[src/rtl/fpu_queue_dispatcher.sv]
// Consumer end of the FPU instruction queue: pops one entry at a time, hands it to the NEU
// with a start/done handshake, and flushes the queue after FINIT/FLDCW, exceptions and timeouts.
module fpu_queue_dispatcher #(
    parameter logic [7:0]  OPC_FINIT      = 8'hF0,
    parameter logic [7:0]  OPC_FLDCW      = 8'hF1,
    parameter int unsigned TIMEOUT_CYCLES = 1024
) (
    input  logic        clk,
    input  logic        reset_n,
    input  logic        enable,
    input  logic        queue_empty,
    input  logic [7:0]  instruction_in,
    input  logic [2:0]  stack_index_in,
    input  logic        has_memory_op_in,
    input  logic [1:0]  operand_size_in,
    input  logic        is_integer_in,
    input  logic        is_bcd_in,
    input  logic [79:0] data_in,
    output logic        dequeue,
    output logic        flush_queue,
    output logic        neu_start,
    output logic [7:0]  neu_instruction,
    output logic [2:0]  neu_stack_index,
    output logic        neu_has_memory_op,
    output logic [1:0]  neu_operand_size,
    output logic        neu_is_integer,
    output logic        neu_is_bcd,
    output logic [79:0] neu_data,
    input  logic        neu_done,
    input  logic        neu_exception,
    output logic        busy,
    output logic        timeout_error,
    output logic [7:0]  issued_count
);

    typedef enum logic [1:0] {
        IDLE,
        ISSUE,
        WAIT_DONE,
        FLUSH
    } state_t;

    localparam bit          WD_ON   = (TIMEOUT_CYCLES != 0);
    localparam logic [15:0] WD_LAST = WD_ON ? 16'(TIMEOUT_CYCLES - 1) : 16'd0;

    state_t      state;
    logic [15:0] wd_count;
    logic        flush_opcode;
    logic        wd_expired;

    // The pop is gated by reset so the queue never loses an entry while we are held in reset.
    assign dequeue      = reset_n && (state == IDLE) && enable && !queue_empty;
    assign busy         = (state != IDLE);
    assign flush_opcode = (neu_instruction == OPC_FINIT) || (neu_instruction == OPC_FLDCW);
    assign wd_expired   = WD_ON && (wd_count == WD_LAST);

    always_ff @(posedge clk or negedge reset_n) begin
        if (!reset_n) begin
            state             <= IDLE;
            wd_count          <= '0;
            flush_queue       <= 1'b0;
            neu_start         <= 1'b0;
            neu_instruction   <= '0;
            neu_stack_index   <= '0;
            neu_has_memory_op <= 1'b0;
            neu_operand_size  <= '0;
            neu_is_integer    <= 1'b0;
            neu_is_bcd        <= 1'b0;
            neu_data          <= '0;
            timeout_error     <= 1'b0;
            issued_count      <= '0;
        end else begin
            neu_start   <= 1'b0;
            flush_queue <= 1'b0;
            case (state)
                IDLE: begin
                    if (dequeue) begin
                        neu_instruction   <= instruction_in;
                        neu_stack_index   <= stack_index_in;
                        neu_has_memory_op <= has_memory_op_in;
                        neu_operand_size  <= operand_size_in;
                        neu_is_integer    <= is_integer_in;
                        neu_is_bcd        <= is_bcd_in;
                        neu_data          <= data_in;
                        issued_count      <= issued_count + 8'd1;
                        neu_start         <= 1'b1;
                        state             <= ISSUE;
                    end
                end
                ISSUE: begin
                    wd_count <= '0;
                    state    <= WAIT_DONE;
                end
                WAIT_DONE: begin
                    wd_count <= wd_count + 16'd1;
                    // A done in the expiry cycle wins over the watchdog.
                    if (neu_done) begin
                        if (neu_exception || flush_opcode) begin
                            flush_queue <= 1'b1;
                            state       <= FLUSH;
                        end else begin
                            state <= IDLE;
                        end
                    end else if (wd_expired) begin
                        timeout_error <= 1'b1;
                        flush_queue   <= 1'b1;
                        state         <= FLUSH;
                    end
                end
                FLUSH: begin
                    state <= IDLE;
                end
                default: begin
                    state <= IDLE;
                end
            endcase
        end
    end

endmodule

[config.mk]
export PLATFORM = sky130hd
export DESIGN_NAME = fpu_queue_dispatcher
export DESIGN_NICKNAME = d
export VERILOG_FILES = /design/src/rtl/fpu_queue_dispatcher.sv
export SDC_FILE = /design/constraint.sdc
export NUM_CORES = 1
export LEC_CHECK = 0
export ABC_AREA = 1
export CAP_MARGIN = 20
export CORE_MARGIN = 5
export CORE_UTILIZATION = 47
export DETAILED_ROUTE_END_ITERATION = 10
export HOLD_SLACK_MARGIN = 0.03
export PLACE_DENSITY = 0.86
export SLEW_MARGIN = 20
export SYNTH_ARGS = -nofsm -noshare
export SYNTH_HDL_FRONTEND = slang
export SYNTH_SLANG_ARGS = --single-unit
[constraint.sdc]
create_clock -name clk -period 3.2 [get_ports clk]
set_input_delay 0.48 -clock clk [delete_from_list [all_inputs] [get_ports clk]]
set_output_delay 0.48 -clock clk [all_outputs]
set_load 0.01 [all_outputs]
==> key figures <==
Status
  – Outcome: completed

Yosys
  – Post-Synth Adder-Cell Area: 1.204%
  – Ys async rst share: 100.0%
  – Mapped Area: 5195 sq um
  – Area contributors post-synth: dfrtp_1 (60%), nand2_1 (24%), inv_1 (2.3%)
  – Number of flops mapped to enable cells by yosys: 0
  – Cell taking the most area after synthesis: dfrtp_1
  – Synth warn: 0
  – Compound-cell area share of the yosys netlist: 2.240%
  – Largest family of logic cells by synthesized area: simple AND/OR/NAND/NOR gates
  – FF+latch count, synth: 125
  – Cells after Synth: 606
  – Synth cell types: 27
  – Post-synthesis mux area share: 0%
  – Sequential fraction of the synthesis area: 60.21%
  – Synth Area in XOR/XNOR: 1.180%
  – Most used DFF post-synth: dfrtp_1
  – Post-synthesis simple-gate area fraction: 29.99%
  – Post-synth top area share: 60.21%
  – Synthesized area per cell: 8.573 sq um
  – Syn_nets: 713

STA
  – Slew HR: 33.96%
  – Setup violators final: 0
  – Achievable clock frequency: 0.3625 GHz
  – Endpoints failing hold: 0
  – RSZ-0062 raised after global routing: no
  – Worst Max-Slew Pin Slew: 0.9906 ns
  – Final period util: 86.21%
  – Hold_ws: 0.06993 ns
  – Total negative setup slack: 0 ns
  – Crit path time final: 2.759 ns
  – Number of max-slew violations in the final report: 0
  – Worst Skew: 0.005126 ns

Clocking
  – CTS Sinks: 125
  – CTS tree: built
  – Clock Path Buffers: 2
  – Number of CTS-inserted buffers: 17
  – # Post-CTS Setup Buffers: 0
  – Clk Latency, worst-skew pair: 0.51 ns
  – Resize count post-CTS: 0
  – H-tree Lvls: 4
  – Clock slew seen by the registers of the worst setup and hold paths: 0.06 ns
  – Root buffer cell: clkbuf_8
  – Hold-fix buffers, CTS: 0

Die
  – Die width: 115.1 um
  – Initial Util: 47.92%
  – CORE AREA: 10840 sq um
  – Die height: 115.1 um
  – Boundary pin count: 211
  – Die Area: 13260 sq um
  – Row cnt: 38

Global routing
  – Vias in the first global route: 5171
  – GRT Util Overall: 23.39%
  – Largest net degree at the start of global routing: 102
  – Initial antenna violation count: 0
  – First-pass GRT wire length: 24490 um
  – Total grt overflow: 0

Worst setup path
  – CP cell instances: inv_1, ha_1, nand2_1, inv_1, nand2_4, inv_2, clkdlybuf4s50_1
  – CP bufs+invs: 4
  – Worst Path Max Fanout: 33
  – Crit start category: register
  – Critical path class: reg2out
  – CP arrival: 2.28 ns
  – Slowest Stage Delay on Critical Path: 0.54 ns
  – CP endpoint kind: output pin
  – Crit path max-delay family: buffers and inverters
  – CP required: 2.72 ns
  – Max stage delay cell, worst path: clkdlybuf4s50_1
  – Most used cell, CP: inv_1

Routing
  – DRT Pass-1 Iters: 5
  – Residual DRC count: 0
  – DRC marker count from the first detailed-route iteration: 268
  – Vias per cell: 4.882
  – DRT Wirelength: 14750 um
  – Post-DRT Antenna Nets: 0
  – Drt wl/cell: 15.21 um
  – Vias: 4736

Finish
  – Filler instances: 799
  – Share of cells above drive strength 1: 5.783%
  – Area delta synth->final: 53.54%
  – Register area: 3128 sq um
  – Total Nets Final: 925
  – # diodes: 0
  – Multi-input gate area: 1803 sq um

Place
  – GPL Wtd Cong: 0.8791
  – Port bufs: 210
  – Hpwl dp: 10570 um

Worst hold path
  – Worst hold path class: in2async

Job
  – Max-Cap Viols: 0

Power
  – Overall Power: 7.353 mW
  – Worst vdd ir: 0.5241 mV
  – Leak pwr: 3.960 nW
  – P per Cell Area: 921.9 nW/um^2
==> final timing paths <==
| kind | start | slack, ns | cells after the start | endpoint |
|---|---|---|---|---|
| worst min register to register | neu_data[17] | 0.48 | 2 | neu_data[17] |
| worst min-delay path | reset_n | 0.07 | 2 | neu_data[39] |
| max in group asynchronous | reset_n | 1.72 | 3 | neu_data[1] |
| worst max-delay path | state[1] | 0.44 | 7 | dequeue |
| min in group clk | neu_data[17] | 0.48 | 2 | neu_data[17] |
| worst max register to register | state[1] | 0.78 | 8 | neu_instruction[7] |
==> cell families after synthesis <==
family / count (synthesis)
compound gates: 21
xor+xnor: 7
fa+ha+maj: 5
buf+inv: 56
flops: 125
simple gates: 392
==> flip-flops by register name, indices dropped and copies added, names as in the netlist <==
name               flops
timeout_error          1
neu_data              80
issued_count           8
neu_stack_index        3
neu_is_integer         1
neu_start              1
state                  2
flush_queue            1
wd_count              16
neu_is_bcd             1
neu_has_memory_op      1
neu_operand_size       2
neu_instruction        8
==> synth_stat cells (all sizes together), types with 2 or more instances <==
library cell  count
a21oi             8
buf              18
clkbuf            4
dfrtp           125
ha                5
inv              34
nand2           333
nand3            17
nand4             4
nor2             31
nor3              6
o21ai            10
xnor2             2
xor2              5
==> layer usage <==
layer,track usage [%],wire length (um),up-vias
met5,0,0,-
met4,8.607,346,0
met3,8.842,1316,26
met2,40.01,7512,200
met1,26.79,5579,2242
li1,-,-,2268
==> report_power, final <==
group	internal, mW	leakage [nW]	switching, mW
Clock	1.27	0.294	0.673
Sequential	2.22	1.59	0.392
Combinational	1.49	2.08	1.30
==> cell usage in the layout (no fill, tap or decap), types with 2 or more instances in the layout <==
cell type / instances
nor2_1: 27
clkbuf_16: 16
nand4_1: 4
clkdlybuf4s50_1: 209
a21oi_1: 8
dfrtp_1: 125
ha_1: 5
buf_4: 6
nor2_2: 2
clkinvlp_4: 2
o21ai_0: 10
nand2_1: 330
nand3_1: 17
nor3_1: 4
inv_6: 2
nand2_2: 2
bufinv_16: 4
xor2_1: 5
nor2_4: 2
inv_1: 32
clkbuf_8: 2
xnor2_1: 2
clkinv_2: 5
==> layout make-up <==
class / count / area share, %
sequential: 125 / 39.22
timing repair buffer: 215 / 26.79
multi-input combinational: 425 / 22.60
clock buffer: 19 / 5.412
tap: 140 / 2.196
clock inverter: 12 / 2.118
inverter: 34 / 1.663
==> metrics by stage <==
step                cell area, sq um  utilization (%)  worst slack, ns  instances
detailed placement              7376            68.04           0.5094        939
CTS                             7976            73.58           0.3996        970
global route                    7976            73.58           0.3023        970
floorplan                       5195                -            1.603        606
global placement                7376            68.04           0.6528        939
finish                          7976            73.58           0.4414        970
Note: power is estimated with default switching activity, not from simulation.
